`src/rtl/gbt_pattern_checker_sat_counter.sv`:
```
// Saturating event counter; a coincident clear and increment loads 1.
module sat_counter #(
    parameter int W = 32
) (
    input  logic         clk_i,
    input  logic         rst_i,
    input  logic         clr_i,
    input  logic         inc_i,
    output logic [W-1:0] cnt_o
);

    logic [W-1:0] cnt_q;
    logic [W-1:0] cnt_d;

    always_comb begin
        cnt_d = cnt_q;
        if (clr_i) begin
            cnt_d = inc_i ? W'(1) : '0;
        end else if (inc_i && (cnt_q != '1)) begin
            cnt_d = cnt_q + W'(1);
        end
    end

    always_ff @(posedge clk_i) begin
        if (rst_i) begin
            cnt_q <= '0;
        end else begin
            cnt_q <= cnt_d;
        end
    end

    assign cnt_o = cnt_q;

endmodule

```
`config.mk`:
```
export PLATFORM = sky130hd
export DESIGN_NAME = sat_counter
export DESIGN_NICKNAME = d
export VERILOG_FILES = /design/src/rtl/gbt_pattern_checker_sat_counter.sv
export SDC_FILE = /design/constraint.sdc
export NUM_CORES = 1
export LEC_CHECK = 0
export ABC_CLOCK_PERIOD_IN_PS = 2500
export BUFFER_PORTS_ARGS = -buffer_cell sky130_fd_sc_hd__buf_2
export CAP_MARGIN = 20
export CORE_ASPECT_RATIO = 0.5
export CORE_UTILIZATION = 50
export CTS_CLUSTER_DIAMETER = 40
export DETAILED_ROUTE_END_ITERATION = 6
export PLACE_DENSITY = 0.85
export SKIP_CTS_REPAIR_TIMING = 1
export SYNTH_ARGS = -nofsm -noshare
export SYNTH_HDL_FRONTEND = slang
export SYNTH_SLANG_ARGS = --single-unit
```
`constraint.sdc`:
```
create_clock -name clk_i -period 2.5 [get_ports clk_i]
set_input_delay 0.125 -clock clk_i [delete_from_list [all_inputs] [get_ports clk_i]]
set_output_delay 0.125 -clock clk_i [all_outputs]
set_load 0.01 [all_outputs]
```
# After elaboration in Yosys (flattened, before gate mapping)
# Cells that the tools add are included.
# classes
addsub	1
eq_ne	1
n_div	0
reduce_logical	2
n_mul	0
shift	0
n_mux	3
order_cmp	0
bitwise	0
# op_table
cell	n
32-bit 2-to-1 mux	2
32-bit by 1-bit adder with 32-bit output (second input constant)	1
32-bit != test (second input constant)	1
2-bit nonzero test	1
1-bit logical AND	1
1-bit 2-to-1 mux	1
# totals
output_inout_bits	32
latchBits	0
elab_cells	8
n_memories	0
reg_bits	32
mem_bits_rw	0
rom_bits	0

# Logic depth before layout (Yosys ltp)
# Gate-level depths: netlist (run 1).
# depth
depth_word	4
mapped_depth	7
depth_no_buf	6

# Worst setup path after synthesis (run 1)
# Ideal clock, no wire load.
# synth_timing
kind	reg2reg
from	reg cnt_q[6], in the netlist cnt_o[6]
to	reg cnt_q[7], in the netlist cnt_o[7]
arrival_time_ns	1.716
stages_incl_launch_ff	7
path_buffers	1
setup_time_ns	0.068
synth_period_minus_slack_ns	1.784
required_ns	2.432
slack_ns	0.716
cell_sequence	dfxtp_1 -> nand3_2 -> or2_4 -> o41ai_4 -> buf_6 -> o21ai_1 -> a21oi_2
# synth_between
elab_chain_len	3
# synth_rtl
element	line_no	text
from (decl)	12	logic [W-1:0] cnt_q;
from (signal assigned)	28	cnt_q <= cnt_d;
32-bit by 1-bit adder with 32-bit output or 32-bit != test (tied branches)	20, 19	
32-bit 2-to-1 mux or 1-bit logical AND (tied branches)	19	end else if (inc_i && (cnt_q != '1)) begin
32-bit 2-to-1 mux or 2-bit nonzero test (tied branches)	n/a	
# Parallel ways exist; a longest one is shown, timed or not. The select of a mux whose other input is x is not followed.
# A chain may end at the register's enable or synchronous reset.

# Worst setup path in the final report (run 1)
# layout_timing
from	reg cnt_q[0], in the netlist cnt_o[0]
to	reg cnt_q[26], in the netlist cnt_o[26]
# The elaborated chain is that of the path after synthesis.

==> metrics.md, run 1 <==
| Metric | Value |
|---|---|
| Switch share | `23.6%` |
| Comb pwr share | `3.0%` |
| Setup TNS | `0 ps` |
| Core area | `3150 µm²` |
| Final Core Density | `64.7%` |
| Worst-Margin Slew | `558 ps` |
| Relative slew slack | `62.8%` |
| Starting Density | `55.4%` |
| DR vias/cell | `6.26` |
| Row cnt | `14` |
| Die Wd | `85.6 µm` |
| 1st-pass router iterations | `4` |
| Worst EP required | `2720 ps` |
| H-tree depth | `2` |
| Routed Antenna Nets | `0` |
| Ant. Diodes | `0` |
| Final instance area | `2040 µm²` |
| Most frequent cell after synthesis | `dfxtp_1` |
| Fin worst setup slack | `477 ps` |
| Placer Congestion | `0.815` |
| Share of layout cells above drive strength 1 | `24.2%` |
| Largest area contributor in the netlist | `dfxtp_1` |
| Pwr dens | `475 nW/µm²` |
| VDD IR max | `0.228 mV` |
| Net Sw Power | `0.228 mW` |
| Area of the die | `3750 µm²` |
| Unrepaired setup endpoints after global routing | `false` |
| Top FF cell, synth | `dfxtp_1` |
| CTS root buf | `clkbuf_8` |
| Worst-skew pair later-pin latency | `290 ps` |
| Reg2reg setup slack | `480 ps` |
| Post-Syn Instances | `206` |
| Synth Register Bits | `32` |
| Cts bufs inserted | `5` |
| Synthesized Nets | `211` |
| Final Critical Period | `2020 ps` |
| Mean Syn Cell Area | `8.48 µm²` |
| TritonCTS clock tree | `built` |
| Static leakage | `0.777 nW` |
| Register area share after synthesis | `36.7%` |
| Highest clock rate | `494 MHz` |
| Fin. Hold Viols | `0` |
| Post-Syn Area | `1750 µm²` |
| Via Count | `1,777` |
| Drt total wl | `4.44 mm` |
| Internal power | `0.740 mW` |
| CP Launch Type | `flip-flop` |
| HP Class | `in2reg` |
| Hpwl dp | `3.16 mm` |
| DR iter-0 viols | `94` |
| Initial antenna violation count | `0` |
| Yosys cell types | `40` |
| CTS Buffer Depth | `2` |
| Sequential fraction of design power | `53.1%` |
| Largest register FFs | `32` |
| Largest net degree at the start of global routing | `29` |
| Fin crit share | `80.9%` |
| Clock transition at the registers of the reported paths | `70 ps` |
| Crit-path max FO | `7` |
| WS Path Type | `reg2reg` |
| FILL cells | `264` |
| Pins over their slew limit | `0` |
| Clk sink count | `32` |
| Clock Skew | `7.87 ps` |
| Post-DP Area | `1950 µm²` |
| Post-synth ARST share | `0%` |
| WP data arrival | `2240 ps` |
| Total Nets Final | `248` |
| IO Port Bufs | `35` |
| Critical Path Sink Type | `flip-flop` |
| Maxcap violations | `0` |
| DIE HEIGHT | `43.8 µm` |
| Synth warn | `0` |
| DP Worst Slack | `519 ps` |
| First-pass GRT wire length | `7.10 mm` |
| Status | `finished, final reports clean` |
| Yosys top cell area share | `36.7%` |
| # DRC | `0` |
| Top cells by count, synth | `32 x dfxtp_1, 18 x nor2_1, 16 x nand2_1` |
| IO Pins | `36` |
| Pwr Total | `0.968 mW` |
| Clock power share | `44.0%` |
| Vias in the first global route | `1,523` |
| Final setup violation count | `0` |
| Growth of design area from synthesis to finish | `16.8%` |
| Synth top area cells | `dfxtp_1 37%, a21oi_1 4.3%, or3_1 4.3%, nor2_1 3.9%, nand4_1 3.6%` |
| Post-synth EDFFs | `0` |
| Post-DR wirelength/cell | `15.6 µm` |
| GRT Residual Overflow | `0` |
| Total Routing Usage GR | `24.9%` |
[metal layers]
| layer | vias to the layer above | routed length, µm | share of wire [%] | GRT usage (%) |
|---|---|---|---|---|
| met4 | 0 | 92 | 2.1 | 12.0 |
| met5 | - | 0 | 0 | 0 |
| met3 | 11 | 404 | 9.1 | 6.10 |
| met2 | 72 | 1960 | 44 | 38.7 |
| li1 | 858 | - | - | - |
| met1 | 836 | 1990 | 45 | 33.1 |
[cell usage in the layout (no fill, tap or decap), types with 2 or more instances in the layout]
| cell | netlist | final |
|---|---|---|
| buf_2 | 2 | 35 |
| dfxtp_1 | 32 | 32 |
| nor2_1 | 18 | 18 |
| nand2_1 | 16 | 16 |
| a21oi_1 | 15 | 15 |
| nand3_1 | 12 | 12 |
| or3_1 | 12 | 12 |
| nand4_1 | 10 | 10 |
| o21ai_1 | 8 | 8 |
| o21ai_0 | 7 | 7 |
| or4_1 | 6 | 6 |
| clkbuf_8 | 0 | 6 |
| and4_1 | 5 | 5 |
| and3_1 | 5 | 5 |
| o31ai_1 | 5 | 5 |
| o211ai_1 | 4 | 4 |
| xor2_1 | 4 | 4 |
| and2_1 | 3 | 3 |
| inv_1 | 3 | 3 |
| xnor2_1 | 3 | 3 |
| a21oi_2 | 3 | 3 |
| o41ai_1 | 3 | 3 |
| nand4b_1 | 3 | 3 |
| buf_4 | 0 | 3 |
| nand4_2 | 2 | 2 |
| nor4_4 | 2 | 2 |
| a31oi_1 | 2 | 2 |
| nor4_1 | 2 | 2 |
| mux2i_1 | 2 | 2 |
| clkinv_2 | 0 | 2 |
[path summary, 6_finish.rpt]
kind | cells past startpoint | endpoint | from
hold / removal | 2 | cnt_o[0] | rst_i
hold reg to reg | 2 | cnt_o[31] | cnt_o[31]
setup reg to reg | 6 | cnt_o[26] | cnt_o[0]
setup / recovery | 6 | cnt_o[26] | cnt_o[0]
[logic make-up (layout without fill, tap and decap cells)]
kind of cell    Yosys count  in the layout  share of synthesized area [%]
fa+ha+maj                 1              1                          0.716
buf+inv                  11             49                           3.37
simple gates            102            102                           35.2
xor+xnor                  7              7                           3.51
compound gates           51             51                           19.3
mux                       2              2                           1.15
flops                    32             32                           36.7
[final cells by class]
cell class                      instances  area [µm²]  share of cell area (%)
Multi-Input combinational cell        163        1050                    51.3
Sequential cell                        32         641                    31.4
Timing Repair Buffer                   38         198                    9.69
Clock buffer                            6        82.6                    4.05
Tap cell                               40        50.0                    2.45
Inverter                                3        11.3                   0.552
Clock inverter                          2        10.0                   0.491
[critical path, stage by stage (launching register included)]
cell     delay, ps
dfxtp_1        450
ha_1           270
nand2_1        130
nor4_4         350
nand4_2        230
or3_1          360
a21oi_1        160
[metrics by stage]
step           cells  hold WS [ps]
3_5_place_dp     276           345
5_1_grt          284          47.7
6_report         284          44.9
4_1_cts          284          43.9
3_3_place_gp     276           350
2_1_floorplan    206           194
[power by group through the flow]
stage / logic, mW / registers [mW] / clock network [mW]
floorplan: 0.0186 / 0.526 / 0
global placement: 0.0288 / 0.525 / 0
detailed placement: 0.0285 / 0.525 / 0
CTS: 0.0287 / 0.514 / 0.424
global route: 0.0316 / 0.514 / 0.445
finish: 0.0286 / 0.514 / 0.426
Power figures use the tool's default switching activity.
==> run 2: changes to the inputs <==
- ABC_CLOCK_PERIOD_IN_PS: 2500 -> 1900
- clock period: 2.5 -> 1.9 ns (I/O delays scaled with it)
==> run 2 against run 1 <==
  * Critical path depth is 1 lower
  * Die area stayed put
  * Non-clock buffer count is 15 higher
  * Worst hold slack worse by 21 ps
  * Register-to-register slack worse by 400 ps
  * Cell count is 5.3% higher
  * Sequential cell count stayed put
  * Clock-buffer cell count stayed put
  * Sequential share of layout area is 2.3 points lower
  * Fmax is 11% higher
  * Combinational power is 74% higher
  * Power is 43% higher
  * Critical path type unchanged
==> metrics.md, run 2 (synthesis results as in run 1) <==
| Metric | Value |
|---|---|
| Status | `finished, final reports clean (unchanged)` |
| Crit-path slowest cell | `or4_1 (was dfxtp_1)` |
| Die Wd | `85.6 µm (unchanged)` |
| First-pass GRT wire length | `7.57 mm (was 7.10 mm)` |
| Drt total wl | `4.70 mm (was 4.44 mm)` |
| Final Critical Period | `1820 ps (was 2020 ps)` |
| Clock Skew | `5.20 ps (was 7.87 ps)` |
| Fin worst setup slack | `78.0 ps (was 477 ps)` |
| CTS root buf | `clkbuf_8 (unchanged)` |
| Met3 Resource Use GR | `6.48% (was 6.10%)` |
| Post-DR wirelength/cell | `15.7 µm (was 15.6 µm)` |
| Pwr dens | `626 nW/µm² (was 475 nW/µm²)` |
| WS Path Type | `reg2reg (unchanged)` |
| Worst-skew pair later-pin latency | `290 ps (about the same)` |
| Via Count | `1,901 (was 1,777)` |
| Core area | `3150 µm² (unchanged)` |
| Highest clock rate | `549 MHz (was 494 MHz)` |
| Worst-Margin Slew | `472 ps (was 558 ps)` |
| DIE HEIGHT | `43.8 µm (unchanged)` |
| Clock transition at the registers of the reported paths | `70 ps (about the same)` |
| Family with the most delay on the worst path | `simple AND/OR/NAND/NOR gates (unchanged)` |
| IO Port Bufs | `35 (unchanged)` |
| Static leakage | `0.859 nW (was 0.777 nW)` |
| 1st-pass router iterations | `5 (was 4)` |
| Largest net degree at the start of global routing | `18 (was 29)` |
| Routed Antenna Nets | `0 (unchanged)` |
| Row cnt | `14 (unchanged)` |
| FILL cells | `251 (was 264)` |
| DP Worst Slack | `-3.55 ps (was 519 ps)` |
| DR vias/cell | `6.36 (was 6.26)` |
| Total Routing Usage GR | `26.4% (was 24.9%)` |
| VDD IR max | `0.405 mV (was 0.228 mV)` |
| Final setup violation count | `0 (unchanged)` |
| Ant. Diodes | `0 (unchanged)` |
| HP Class | `in2reg (unchanged)` |
| Largest register FFs | `32 (unchanged)` |
| Highest-count cells in the layout ignoring fill and taps | `35 x buf_2, 30 x dfxtp_1, 17 x nor2_1, 17 x buf_4 (was 35 x buf_2, 32 x dfxtp_1, 18 x nor2_1)` |
| Clk sink count | `32 (unchanged)` |
| # DRC | `0 (unchanged)` |
| Area of the die | `3750 µm² (unchanged)` |
| DR iter-0 viols | `171 (was 94)` |
| WP data arrival | `2050 ps (was 2240 ps)` |
| Cts bufs inserted | `5 (unchanged)` |
| Vias in the first global route | `1,723 (was 1,523)` |
| Crit path buffers/inverters | `0 (unchanged)` |
| GRT Residual Overflow | `0 (unchanged)` |
| Share of layout cells above drive strength 1 | `30.9% (was 24.2%)` |
| Crit path cell chain | `and4_2, and2_2, nand3_1, or4_1, a21oi_1 (was ha_1, nand2_1, nor4_4, nand4_2, or3_1, a21oi_1)` |
| Hpwl dp | `3.34 mm (was 3.16 mm)` |
| Placer Congestion | `0.855 (was 0.815)` |
| Crit-path max FO | `7 (unchanged)` |
| Unrepaired setup endpoints after global routing | `true (was false)` |
| Total Nets Final | `263 (was 248)` |
| Setup TNS | `0 ps (unchanged)` |
| IO Pins | `36 (unchanged)` |
| Commonest non-fill, non-tap cell in the layout | `buf_2 (unchanged)` |
| TritonCTS clock tree | `built (unchanged)` |
| Worst EP required | `2130 ps (was 2720 ps)` |
| Area of the multi-input gates | `1070 µm² (was 1050 µm²)` |
| Initial antenna violation count | `0 (unchanged)` |
| GRT busiest layer | `met2 (unchanged)` |
| DP Cell Count | `291 (was 276)` |
| Register area | `643 µm² (was 641 µm²)` |
| Cell Count, Final, Fillers Out | `299 (was 284)` |
| Starting Density | `55.4% (unchanged)` |
| Growth of design area from synthesis to finish | `26.5% (was 16.8%)` |
| CP Launch Type | `flip-flop (unchanged)` |
| Fin. Hold Viols | `0 (unchanged)` |
| Critical Path Sink Type | `flip-flop (unchanged)` |
| Maxcap violations | `0 (unchanged)` |
| Max stage delay on crit path | `430 ps (was 450 ps)` |
| GR Layer Usage met2 | `42.2% (was 38.7%)` |
| Relative slew slack | `68.4% (was 62.8%)` |
| Worst Hold Slack | `24.1 ps (was 44.9 ps)` |
| GRT met1 Usage | `33.3% (was 33.1%)` |
| CTS Buffer Depth | `2 (unchanged)` |
| Fin crit share | `95.9% (was 80.9%)` |
| H-tree depth | `2 (unchanged)` |
| Pins over their slew limit | `0 (unchanged)` |
## run 2: layout make-up
cell class | instances | share of cell area, %
clock buffer | 6 | 3.28
tap | 40 | 2.27
sequential | 32 | 29.1
timing repair buffer | 53 | 14.6
clock inverter | 2 | 1.59
multi-input combinational | 163 | 48.6
inverter | 3 | 0.510
## run 2: where the power goes
group | leakage, nW | switching [mW] | internal, mW
clock network | 0.0552 | 0.270 | 0.389
registers | 0.259 | 0.00127 | 0.672
logic | 0.544 | 0.0315 | 0.0184
total | 0.859 | 0.303 | 1.08
## run 2: routing by layer
| metal | wire (µm) | vias up | part of all wire [%] |
|---|---|---|---|
| met2 | 2160 | 99 | 46 |
| li1 | - | 899 | - |
| met4 | 111 | 0 | 2.4 |
| met1 | 2050 | 889 | 44 |
| met3 | 385 | 14 | 8.2 |
| met5 | 0 | - | 0 |
## run 2: through the flow
stage          total power [mW]  cell area, µm²  util [%]
5_1_grt                    1.42            2210      70.1
2_1_floorplan             0.716            1750         -
3_5_place_dp              0.738            2070      65.7
4_1_cts                    1.38            2180      69.1
6_report                   1.38            2210      70.1
3_3_place_gp              0.736            2070      65.7
## run 2: final timing paths
kind,from,endpoint,slack [ps],cells after the start
worst max-delay path,cnt_o[15],cnt_o[23],80,5
worst min-delay path,rst_i,cnt_o[0],20,2
worst max register to register,cnt_o[15],cnt_o[23],80,5
worst min register to register,cnt_o[31],cnt_o[31],520,2
==> run 3: changes to the inputs <==
- CELL_PAD_IN_SITES_DETAIL_PLACEMENT: unset -> 0
- CELL_PAD_IN_SITES_GLOBAL_PLACEMENT: unset -> 1
- CORE_UTILIZATION: 50 -> 40
- HOLD_SLACK_MARGIN: unset -> 0.06
- PLACE_DENSITY: 0.85 -> 0.9
==> run 3 against run 2 <==
  * Power shrank 0.21%
  * Via count is 7.6% lower
  * Clock-buffer cell count is 1 lower
  * Critical path depth is 1 higher
  * Combinational power barely moved
  * Sequential share of layout area shrank 0.37 points
  * Wire length shrank 7.4%
  * Utilization fell by 15 points
  * Global-route usage is 6.4 points lower
  * Largest cell class unchanged
  * Fmax rose by 0.95%
  * Clock power about the same
==> metrics.md, run 3 (synthesis results as in run 1) <==
| Metric | Value |
|---|---|
| TritonCTS clock tree | `built (unchanged)` |
| CTS root buf | `clkbuf_8 (unchanged)` |
| WP data arrival | `2010 ps (was 2050 ps)` |
| Core area | `4040 µm² (was 3150 µm²)` |
| Worst EP required | `2100 ps (was 2130 ps)` |
| Area of the die | `4650 µm² (was 3750 µm²)` |
| IO Pins | `36 (unchanged)` |
| Pwr dens | `618 nW/µm² (was 626 nW/µm²)` |
| Commonest non-fill, non-tap cell in the layout | `buf_2 (unchanged)` |
| Pins over their slew limit | `0 (unchanged)` |
| Row cnt | `16 (was 14)` |
| Crit-path max FO | `9 (was 7)` |
| DIE HEIGHT | `48.7 µm (was 43.8 µm)` |
| Reg2reg end | `cnt_o[0] (was cnt_o[23])` |
| DR iter-0 viols | `83 (was 171)` |
| Maxcap violations | `0 (unchanged)` |
| Hpwl dp | `3.17 mm (was 3.34 mm)` |
| Die Wd | `95.5 µm (was 85.6 µm)` |
| Crit path cell chain | `nand3_2, or2_4, o41ai_4, buf_4, nand3b_1, a21oi_1 (was and4_2, and2_2, nand3_1, or4_1, a21oi_1)` |
| Critical path depth | `6 (was 5)` |
| Placer Congestion | `0.838 (was 0.855)` |
| Final Critical Period | `1800 ps (was 1820 ps)` |
| Drt total wl | `4.36 mm (was 4.70 mm)` |
| IO Port Bufs | `35 (unchanged)` |
| Cts bufs inserted | `5 (unchanged)` |
| Growth of design area from synthesis to finish | `27.9% (was 26.5%)` |
| Worst-skew pair later-pin latency | `280 ps (was 290 ps)` |
| Total Routing Usage GR | `20.0% (was 26.4%)` |
| Crit path buffers/inverters | `1 (was 0)` |
| Clk sink count | `32 (unchanged)` |
| H-tree depth | `2 (unchanged)` |
| Highest-count cells in the layout ignoring fill and taps | `35 x buf_2, 31 x dfxtp_1, 18 x buf_4 (was 35 x buf_2, 30 x dfxtp_1, 17 x nor2_1, 17 x buf_4)` |
| Initial antenna violation count | `0 (unchanged)` |
| Fin crit share | `95.0% (was 95.9%)` |
| Starting Density | `43.2% (was 55.4%)` |
| Unrepaired setup endpoints after global routing | `false (was true)` |
| First-pass GRT wire length | `7.18 mm (was 7.57 mm)` |
| Max stage delay on crit path | `420 ps (was 430 ps)` |
| Highest clock rate | `554 MHz (was 549 MHz)` |
| Status | `finished, final reports clean (unchanged)` |
| Ant. Diodes | `0 (unchanged)` |
| Vias in the first global route | `1,433 (was 1,723)` |
| Routed Antenna Nets | `0 (unchanged)` |
| Reg-to-Reg Start | `cnt_o[8] (was cnt_o[15])` |
| Reg2reg setup slack | `100 ps (was 80 ps)` |
| R2R cell count | `6 (was 5)` |
| Worst Hold Launch | `clr_i (was rst_i)` |
| DR vias/cell | `5.60 (was 6.36)` |
| Worst setup path startpoint | `cnt_o[8] (was cnt_o[15])` |
| Total Nets Final | `264 (was 263)` |
| Worst Hold Slack | `155 ps (was 24.1 ps)` |
| Clock transition at the registers of the reported paths | `70 ps (about the same)` |
| Clock Skew | `7.25 ps (was 5.20 ps)` |
| GRT Residual Overflow | `0 (unchanged)` |
| HP Class | `in2reg (unchanged)` |
| Crit-path slowest cell | `dfxtp_1 (was or4_1)` |
| VDD IR max | `0.304 mV (was 0.405 mV)` |
| Final setup violation count | `0 (unchanged)` |
| Via Count | `1,757 (was 1,901)` |
| Worst-Margin Slew | `506 ps (was 472 ps)` |
| Post-DR wirelength/cell | `13.9 µm (was 15.7 µm)` |
| Family with the most delay on the worst path | `simple AND/OR/NAND/NOR gates (unchanged)` |
| Share of layout cells above drive strength 1 | `30.8% (was 30.9%)` |
| Fin. Hold Viols | `0 (unchanged)` |
| Largest register FFs | `32 (unchanged)` |
| CP Launch Type | `flip-flop (unchanged)` |
| Largest net degree at the start of global routing | `22 (was 18)` |
| Setup TNS | `0 ps (unchanged)` |
| Setup crit end | `cnt_o[0] (was cnt_o[23])` |
| Relative slew slack | `66.2% (was 68.4%)` |
| WS Path Type | `reg2reg (unchanged)` |
| 1st-pass router iterations | `4 (was 5)` |
| Critical Path Sink Type | `flip-flop (unchanged)` |
| Final Core Density | `55.2% (was 70.1%)` |
| # DRC | `0 (unchanged)` |
| CTS Buffer Depth | `2 (unchanged)` |
| Static leakage | `0.854 nW (was 0.859 nW)` |
-- run 3: power breakdown --
part           internal (mW)  total [mW]  switching [mW]
clock                  0.388       0.656           0.268
sequential             0.672       0.674         0.00151
combinational         0.0183      0.0496          0.0313
total                   1.08        1.38           0.301
-- run 3: worst min-delay path: stages --
cell	delay, ps
buf_2	130
or3_1	120
o31ai_1	50
-- run 3: through the flow --
stage | cell area (µm²) | worst slack (ps) | power, mW | instances
2_1_floorplan | 1750 | 116 | 0.716 | 206
3_3_place_gp | 2070 | 118 | 0.736 | 304
3_5_place_dp | 2070 | 59.2 | 0.737 | 304
4_1_cts | 2180 | 52.8 | 1.39 | 312
5_1_grt | 2230 | 1.76 | 1.44 | 314
6_report | 2230 | 95.1 | 1.38 | 314
-- run 3: worst min path at each step --
stage / endpoint / cells after the start
final: cnt_o[15] / 3
after global routing: cnt_o[15] / 3
after CTS: cnt_o[0] / 2
after detailed placement: cnt_o[0] / 2
after global placement: cnt_o[0] / 2
after floorplan: cnt_o[0] / 1
-- run 3: area by class of cell --
type / count / area, µm²
Sequential cell: 32 / 642
Multi-Input combinational cell: 163 / 1080
Timing Repair Buffer: 54 / 320
Fill cell: 400 / 1810
Clock inverter: 3 / 42.5
Tap cell: 54 / 67.6
Inverter: 3 / 11.3
Clock buffer: 5 / 68.8
-- run 3: metal layers --
| layer | share of wire [%] | vias to the layer above | GRT usage, % |
|---|---|---|---|
| met3 | 5.9 | 5 | 4.72 |
| met5 | 0 | - | 0 |
| met2 | 41 | 46 | 26.7 |
| li1 | - | 892 | - |
| met1 | 52 | 814 | 31.4 |
| met4 | 0.71 | 0 | 4.98 |
